### src/rtl/priority_dec.sv
// -----------------------------------------------------------------------------
// priority_dec
//
// Purpose:
//   Registered 2-to-4 one-hot decoder for the output of a 4-input priority
//   encoder (index 0 = highest input D[3], index 3 = lowest input D[0]).
//   It also tracks activity:
//     - a sticky mask of every channel decoded since the last reset or clear
//     - four saturating 8-bit hit counters, one per encoded index
//     - a one-cycle change pulse when a valid code differs from the previous
//       valid code
//
// Ports:
//   clk      in   1  rising-edge clock, only clock domain
//   rst      in   1  synchronous active-high reset, highest priority
//   Y        in   2  encoded index (0 -> D[3] ... 3 -> D[0])
//   valid    in   1  qualifies Y; Y is ignored while low
//   clr      in   1  synchronous clear of the sticky mask and the hit counters
//   cnt_sel  in   2  selects which hit counter drives cnt
//   D        out  4  registered one-hot decode of Y, zero when dv is low
//   dv       out  1  registered copy of valid
//   mask     out  4  sticky OR of decoded codes since the last rst/clr
//   chg      out  1  one-cycle pulse: valid code differs from the last valid code
//   cnt      out  8  combinational read of hit counter cnt_sel
// -----------------------------------------------------------------------------
module priority_dec (
    input  logic       clk,
    input  logic       rst,
    input  logic [1:0] Y,
    input  logic       valid,
    input  logic       clr,
    input  logic [1:0] cnt_sel,
    output logic [3:0] D,
    output logic       dv,
    output logic [3:0] mask,
    output logic       chg,
    output logic [7:0] cnt
);

    localparam logic [7:0] HC_MAX = 8'd255;

    logic [3:0]       d_q,         d_d;
    logic             dv_q,        dv_d;
    logic [3:0]       mask_q,      mask_d;
    logic             chg_q,       chg_d;
    logic [3:0][7:0]  hc_q,        hc_d;
    logic [1:0]       last_code_q, last_code_d;
    logic             last_vld_q,  last_vld_d;

    logic [3:0]       dec;
    logic [3:0]       mask_base;
    logic [3:0][7:0]  hc_base;

    // Index 0 maps to the MSB, so the one-hot is a right shift of 4'b1000.
    always_comb begin
        dec = 4'b1000 >> Y;
    end

    always_comb begin
        // Clear happens first so a simultaneous valid code lands on a clean
        // mask/counter set rather than being lost.
        mask_base = clr ? 4'b0000 : mask_q;
        hc_base   = clr ? '0      : hc_q;

        d_d         = 4'b0000;
        dv_d        = valid;
        chg_d       = 1'b0;
        mask_d      = mask_base;
        hc_d        = hc_base;
        last_code_d = last_code_q;
        last_vld_d  = last_vld_q;

        if (valid) begin
            d_d         = dec;
            mask_d      = mask_base | dec;
            if (hc_base[Y] != HC_MAX) begin
                hc_d[Y] = hc_base[Y] + 8'd1;
            end
            // The change detector compares against the last valid code only;
            // idle gaps and clr leave the history alone.
            chg_d       = last_vld_q && (Y != last_code_q);
            last_code_d = Y;
            last_vld_d  = 1'b1;
        end
    end

    always_ff @(posedge clk) begin
        if (rst) begin
            d_q         <= 4'b0000;
            dv_q        <= 1'b0;
            mask_q      <= 4'b0000;
            chg_q       <= 1'b0;
            hc_q        <= '0;
            last_code_q <= 2'd0;
            last_vld_q  <= 1'b0;
        end else begin
            d_q         <= d_d;
            dv_q        <= dv_d;
            mask_q      <= mask_d;
            chg_q       <= chg_d;
            hc_q        <= hc_d;
            last_code_q <= last_code_d;
            last_vld_q  <= last_vld_d;
        end
    end

    assign D    = d_q;
    assign dv   = dv_q;
    assign mask = mask_q;
    assign chg  = chg_q;
    assign cnt  = hc_q[cnt_sel];

endmodule

### config.mk
export PLATFORM = sky130hd
export DESIGN_NAME = priority_dec
export DESIGN_NICKNAME = d
export VERILOG_FILES = /design/src/rtl/priority_dec.sv
export SDC_FILE = /design/constraint.sdc
export NUM_CORES = 1
export LEC_CHECK = 0
export ABC_AREA = 1
export CAP_MARGIN = 20
export CORE_ASPECT_RATIO = 0.5
export CORE_MARGIN = 3
export CORE_UTILIZATION = 25
export CTS_CLUSTER_SIZE = 40
export DETAILED_ROUTE_END_ITERATION = 7
export PLACE_DENSITY = 0.41
export SLEW_MARGIN = 20
export SYNTH_ARGS = -nofsm -noshare
export SYNTH_HDL_FRONTEND = slang
export SYNTH_SLANG_ARGS = --single-unit
### constraint.sdc
create_clock -name clk -period 3.05 [get_ports clk]
set_input_delay 0.61 -clock clk [delete_from_list [all_inputs] [get_ports clk]]
set_output_delay 0.61 -clock clk [all_outputs]
set_load 0.01 [all_outputs]
Word level (Yosys, flattened, before mapping). Index checks and enable logic that the tools add are counted.

Flip-flop bits (word level): 45. Word-level logic and storage cells: 34. Bits of input ports: 8. Output and inout port bits: 18.

Mux-type cells: 12. Reduce and logical (&&, ||, !) cells: 3. Equality and inequality tests: 2. Shift operators: 1. Bitwise logic cells: 2. Add/sub/neg operators: 1. Magnitude comparators: 3.

Operators with widths (number): 32-bit 2-to-1 mux (3); 8-bit binary-select mux with 2-bit select (2); 32-bit bitwise mux (1); 8-bit 2-to-1 mux (3); 8-bit demux with 2-bit select (1); 8-bit by 1-bit adder with 8-bit output (second input constant) (1); 4-bit 2-to-1 mux (2); 8-bit != test (second input constant) (1); 2-bit by 3-bit less-than comparator with 1-bit output (second input constant) (2); 4-bit bitwise OR (1); 4-bit by 2-bit >> shifter with 4-bit output (first input constant) (1); 2-bit by 1-bit >= comparator with 1-bit output (second input constant) (1); 1-bit logical AND (2); 2-bit != test (1); 2-bit OR reduction (1); 1-bit NOT (1).

Logic depth before layout (Yosys ltp). Gate-level depths: netlist of the first run.

Depth in word-level cells: 7. Mapped depth: 17. Mapped depth without buffers: 14.

Worst setup path after synthesis of the first run. OpenSTA, ideal clock, no wires.

Path kind: in2reg. Start point: input clr. End point: register hc_q[14] in the netlist's numbering. Library setup time: 112 ps. Buffers on the path: 4. Path slack: 732 ps. Data arrival time: 2206 ps. Cell stages on the path: 17. Data required time: 2938 ps. Cells stage by stage: inv_2 > buf_6 > buf_4 > nand2_1 > nand2_1 > nand2_1 > nor2_2 > ha_1 > nand2_2 > nor2_8 > nand2_4 > buf_6 > nand2_2 > buf_6 > nand2_1 > nand2_1 > nor2_1.

Word-level cells in the longest chain between the ends: 7. Elaborated cells between the ends (all ways): 8. Those cells by class: add/sub: 1; eq/ne: 1; mux: 6.

RTL lines: from (decl) (RTL line 31) `input logic clr,`; 32-bit 2-to-1 mux * (RTL line 63) `hc_base = clr ? '0 : hc_q;`; 8-bit binary-select mux with 2-bit select (RTL line 76, 77); 8-bit 2-to-1 mux (not written as such) (RTL line 76, 77); 8-bit by 1-bit adder with 8-bit output (RTL line 77) `hc_d[Y] = hc_base[Y] + 8'd1;`; 32-bit bitwise mux (RTL line 77); 32-bit 2-to-1 mux (RTL line 76) `if (hc_base[Y] != HC_MAX) begin`; 32-bit 2-to-1 mux * (RTL line 73) `if (valid) begin`; to (signal assigned) (RTL line 93) `hc_q <= '0;`; to (signal assigned) (RTL line 101) `hc_q <= hc_d;`; to (decl) (RTL line 46) `logic [3:0][7:0] hc_q, hc_d;`.

Every way passes the cells marked *; elsewhere a longest branch is shown, timed or not. The select of a mux whose other input is x is not followed. A chain may end at the register's enable or synchronous reset.

Final worst setup path of the first run.
Start point: input cnt_sel[0]. End point: output cnt[5].

Word-level cells in the longest chain between the ends: 2.

RTL lines: from (decl) (RTL line 32) `input logic [1:0] cnt_sel,`; 8-bit binary-select mux with 2-bit select (RTL line 111) `assign cnt = hc_q[cnt_sel];`; 8-bit 2-to-1 mux (not written as such) (RTL line 111); to (decl) (RTL line 37) `output logic [7:0] cnt`.

No other way between the ends. The select of a mux whose other input is x is not followed.

==> impl_metrics.yaml, run 1 <==
placed_design:
  place.gp.congestion: 0.8857
  dp_slack_ns: 0.1147
  io_buffers: 25
  dp_hpwl_um: 5817
sta:
  fmax_mhz: 360.0
  max_slew_margin_pct: 64.66
  tightest_slew_ns: 0.5268
  setup_tns_ns: 0
  slew_viol_final: 0
  hold_violations: 0
  whs_ns: 0.4579
  setup_ws_ns: 0.2720
  rsz0062_at_grt: "no"
  clock-skew-final_ns: 0.003737
  setup_viol: 0
  min_period_ns: 2.778
  min_period_over_period_pct: 91.08
final_layout:
  nets: 453
  fin_util_pct: 34.26
  antenna-diode-count: 0
  fillers: 1097
  drive_gt1_share_pct: 15.73
  synthToLayoutAreaGrowth_pct: 31.31
die:
  ios: 26
  rows: 25
  die_w_um: 147.3
  die_h_um: 76.68
  dieArea_mm2: 0.01130
  core_area_mm2: 0.009572
  initial_core_util_pct: 26.09
synth:
  ys_seq_area_share_pct: 36.07
  syn_inst: 395
  synth_area_leader_cell: "dfxtp_1"
  synthesis.area_mm2: 0.002497
  synth_most_common_cell: "nand2_1"
  synth_top_area_share_pct: 36.07
  syn_area_per_cell_um2: 6.323
  synth.area.top_cells: "dfxtp_1, nand2_1, nor2_1"
  synth-main-ff-cell: "dfxtp_1"
  synth_cell_type_count: 28
  synthArstFlopShare_pct: 0
  synth_nets: 404
  ys_warn_count: 0
  synth_edf_count: 0
  ys_ff_latch: 45
  netlist_top_cells_count: "nand2_1, nor2_1, dfxtp_1"
cts:
  cts_buffer_depth: 2
  tritoncts: "done"
  cts_repair_resize_count: 0
  clkSinkCount: 45
  path_clk_slew_ns: 0.06
  cts_inserted_buffers: 5
  cts_root_buf: "clkbuf_16"
  ctsHtreeMaxLevel: 2
  cts-hold-fix-buffers: 0
  insertion_delay_ns: 0.29
  cts_setup_buffers: 0
setup_path:
  path_class: "input port to primary output"
  end_kind: "primary output"
  regToRegEndpoint: "hc_q[4]"
  r2r-start: "hc_q[25]"
  worstPathRequired_ns: 2.44
  rr_worst_depth: 12
  worst-path-max-fanout: 15
  crit_arrival_ns: 2.17
  r2r_setup_slack_ns: 1.18
  start_kind: "input port"
power:
  p_leak_nw: 1.578
  fin_total_pwr_mw: 1.541
  p_per_area_mw_per_mm2: 470.0
  ir_worst_vdd_uv: 168.0
run:
  max_cap_violations: 0
min_path:
  holdPathStages: 2
  whs_endpoint: "chg"
  hp-start: "last_vld_q"
  holdCritPathClass: "register to register"
global_route:
  antenna_found_initial: 0
  grt_pass1_vias: 2500
  grt_pass1_wl_um: 12970
  grt_max_degree: 19
  overflow: 0
  grt_usage_pct: 14.49
routing:
  drc_errors: 0
  vias: 2491
  postRouteAntennaNets: 0
  drt_iter0_markers: 167
  dr.pass1.iters: 4
  avgViaCountPerCell: 4.295
  wl_per_cell_um: 13.26
  routed_wl_um: 7688
status:
  status: "complete, no violations"
-- critical path: stages --
cell	delay [ns]
clkdlybuf4s50_1	0.47
buf_4	0.23
o21ai_0	0.10
o22ai_1	0.19
clkdlybuf4s50_1	0.57
-- worst max path at each step --
stage                     from  endpoint  slack (ns)  depth (start not counted)
global route        cnt_sel[0]    cnt[5]        0.16                          5
detailed placement        Y[1]   hc_q[4]        0.11                         13
floorplan                  clr  hc_q[14]        0.73                         17
CTS                 cnt_sel[0]    cnt[5]        0.25                          5
finish              cnt_sel[0]    cnt[5]        0.27                          5
global placement          Y[1]   hc_q[4]        0.13                         13
-- cells by family after synthesis --
kind of cell,after synthesis,synth area share (%)
compound gates,51,11.87
fa+ha+maj,1,0.5009
buf+inv,46,8.967
xor+xnor,3,1.052
simple gates,249,41.53
flops,45,36.07
-- state kept, by name, summed over array words and instances, names as in the netlist --
| name | count |
|---|---|
| D | 4 |
| dv | 1 |
| hc_q | 32 |
| last_code_q | 2 |
| chg | 1 |
| last_vld_q | 1 |
| mask | 4 |
-- cell type report --
type	instances	area, µm²	area share [%]
clock buffer	6	138.9	4.235
clock inverter	2	37.54	1.145
inverter	30	112.6	3.434
multi-input combinational	304	1373	41.85
sequential	45	900.9	27.47
tap	135	168.9	5.151
timing repair buffer	58	548.0	16.71
-- per-stage QoR --
step,instance area (µm²),cells
6_report,3279,580
3_5_place_dp,3103,572
3_3_place_gp,3103,572
4_1_cts,3279,580
2_1_floorplan,2497,395
5_1_grt,3279,580
-- power by group --
part / switching [mW] / leakage, nW / internal (mW)
combinational: 0.156 / 1.13 / 0.115
clock: 0.240 / 0.0831 / 0.409
sequential: 0.0115 / 0.367 / 0.611
-- cells in the final DEF, fill, tap and decap left out, types with 8 or more instances in the layout --
cell type,count
nand2_1,130
nor2_1,91
dfxtp_1,45
buf_4,29
inv_1,25
clkdlybuf4s50_1,25
o21ai_0,19
nand2_2,8
a21oi_1,8
-- metal layers --
metal	track usage (%)	wire length (µm)	share of wire, %
met2	22.02	3099	40
met4	3.346	106	1.4
met3	3.188	356	4.6
met1	20.93	4126	54
met5	0	0	0
No activity file was read; power rests on OpenSTA's default activity.
==> run 2: changes to the inputs <==
--- a/config.mk
+++ b/config.mk
@@ -8,7 +8,7 @@
 export ABC_AREA = 1
 export CAP_MARGIN = 20
 export CORE_ASPECT_RATIO = 0.5
-export CORE_MARGIN = 3
+export CORE_MARGIN = 5
 export CORE_UTILIZATION = 25
 export CTS_CLUSTER_SIZE = 40
 export DETAILED_ROUTE_END_ITERATION = 7
==> run 2 against run 1 <==
Wire length up 2.4%. Critical path depth up 1. Sequential power about the same. Power down 1.3%. Cell area down 0.76%. Clock skew about the same.
==> impl_metrics.yaml, run 2 (synthesis gave the netlist of run 1 again) <==
status:
  status: "complete, no violations"
setup_path:
  end_kind: "primary output"
  regToRegEndpoint: "hc_q[4]"
  r2r_setup_slack_ns: 1.20
  rr_worst_depth: 12
  path_class: "input port to primary output"
  worstPathRequired_ns: 2.44
  crit_arrival_ns: 2.21
  start_kind: "input port"
  r2r-start: "hc_q[9]"
  worst-path-max-fanout: 9
final_layout:
  seq_area_um2: 900.9
  multi_input_area_mm2: 0.001373
  nets: 452
  postLayoutCellArea_mm2: 0.003254
  fillers: 1081
  drive_gt1_share_pct: 15.54
  final_cell_mix: "nand2_1, nor2_1, dfxtp_1"
  top_register: "hc_q"
  antenna-diode-count: 0
  final_common_cell: "nand2_1"
  largest_reg_flops: 32
  synthToLayoutAreaGrowth_pct: 30.31
sta:
  max_slew_margin_pct: 73.32
  clock-skew-final_ns: 0.003920
  tightest_slew_ns: 0.4002
  setup_tns_ns: 0
  min_period_over_period_pct: 92.60
  fmax_mhz: 354.1
  hold_violations: 0
  setup_viol: 0
  slew_viol_final: 0
  rsz0062_at_grt: "no"
  min_period_ns: 2.824
global_route:
  grt_max_degree: 36
  antenna_found_initial: 0
  overflow: 0
  grt_pass1_vias: 2323
  grt_pass1_wl_um: 12830
  grt_usage_pct: 13.85
cts:
  cts_root_buf: "clkbuf_16"
  ctsHtreeMaxLevel: 2
  cts-hold-fix-buffers: 0
  clkSinkCount: 45
  cts_setup_buffers: 0
  cts_inserted_buffers: 5
  tritoncts: "done"
  insertion_delay_ns: 0.29
  cts_repair_resize_count: 0
  path_clk_slew_ns: 0.07
  cts_buffer_depth: 2
die:
  die_h_um: 80.68
  core_area_mm2: 0.009603
  rows: 25
  ios: 26
  die_w_um: 151.3
  dieArea_mm2: 0.01221
  initial_core_util_pct: 26.01
routing:
  routed_wl_um: 7870
  drc_errors: 0
  dr.pass1.iters: 4
  avgViaCountPerCell: 4.249
  drt_iter0_markers: 170
  wl_per_cell_um: 13.59
  postRouteAntennaNets: 0
  vias: 2460
placed_design:
  dp_hpwl_um: 5692
  place.gp.congestion: 0.8050
  dpl_cell_area_mm2: 0.003083
  io_buffers: 25
power:
  ir_worst_vdd_uv: 169.4
  p_per_area_mw_per_mm2: 467.4
  p_leak_nw: 1.564
min_path:
  hp-start: "last_vld_q"
  holdCritPathClass: "register to register"
  holdPathStages: 2
  whs_endpoint: "chg"
run:
  max_cap_violations: 0
[run 2: changes by cell type in the layout (fill, tap and decap cells not counted), sizes merged]
cell    previous run  this run
buf               33        32
clkbuf             6         5
clkinv             1         2
[run 2: layout make-up]
class | count | share of cell area, %
clock buffer | 5 | 3.845
clock inverter | 3 | 1.423
inverter | 30 | 3.460
multi-input combinational | 304 | 42.18
sequential | 45 | 27.68
tap | 135 | 5.190
timing repair buffer | 57 | 16.22
[run 2: how the worst max path moves through the flow]
stage	end	start	cells past startpoint
2_1_floorplan	hc_q[14]	clr	17
3_3_place_gp	hc_q[5]	Y[1]	13
3_5_place_dp	hc_q[7]	Y[1]	14
4_1_cts	cnt[0]	cnt_sel[0]	6
5_1_grt	hc_q[3]	Y[1]	14
6_report	cnt[0]	cnt_sel[0]	6
[run 2: power breakdown]
group	total, mW	internal, mW	switching, mW
clock	0.630	0.388	0.242
sequential	0.622	0.610	0.0111
combinational	0.269	0.112	0.157
total	1.52	1.11	0.410
[run 2: worst max-delay path, stage by stage]
cell and delay, ns:
clkdlybuf4s50_1 0.42, inv_1 0.17, buf_4 0.21, nor2_1 0.07, o22ai_1 0.17, clkdlybuf4s50_1 0.56
[run 2: metal layers]
layer,global-route usage [%],vias up,routed length (µm)
li1,-,1324,-
met1,20.96,1077,4295
met2,19.34,51,3019
met3,3.044,8,426
met4,3.617,0,129
met5,0,-,0
[run 2: stage by stage]
step / power, mW / util, % / setup slack, ns / hold WS (ns) / std cells
after floorplan: 0.7883 / - / 0.7319 / 0.4229 / 395
after global placement: 0.9083 / 32.10 / 0.04844 / 0.4525 / 571
after detailed placement: 0.9049 / 32.10 / 0.03870 / 0.4502 / 571
after CTS: 1.543 / 33.89 / 0.2075 / 0.4593 / 579
after global routing: 1.611 / 33.89 / 0.1197 / 0.4623 / 579
final: 1.521 / 33.89 / 0.2256 / 0.4515 / 579
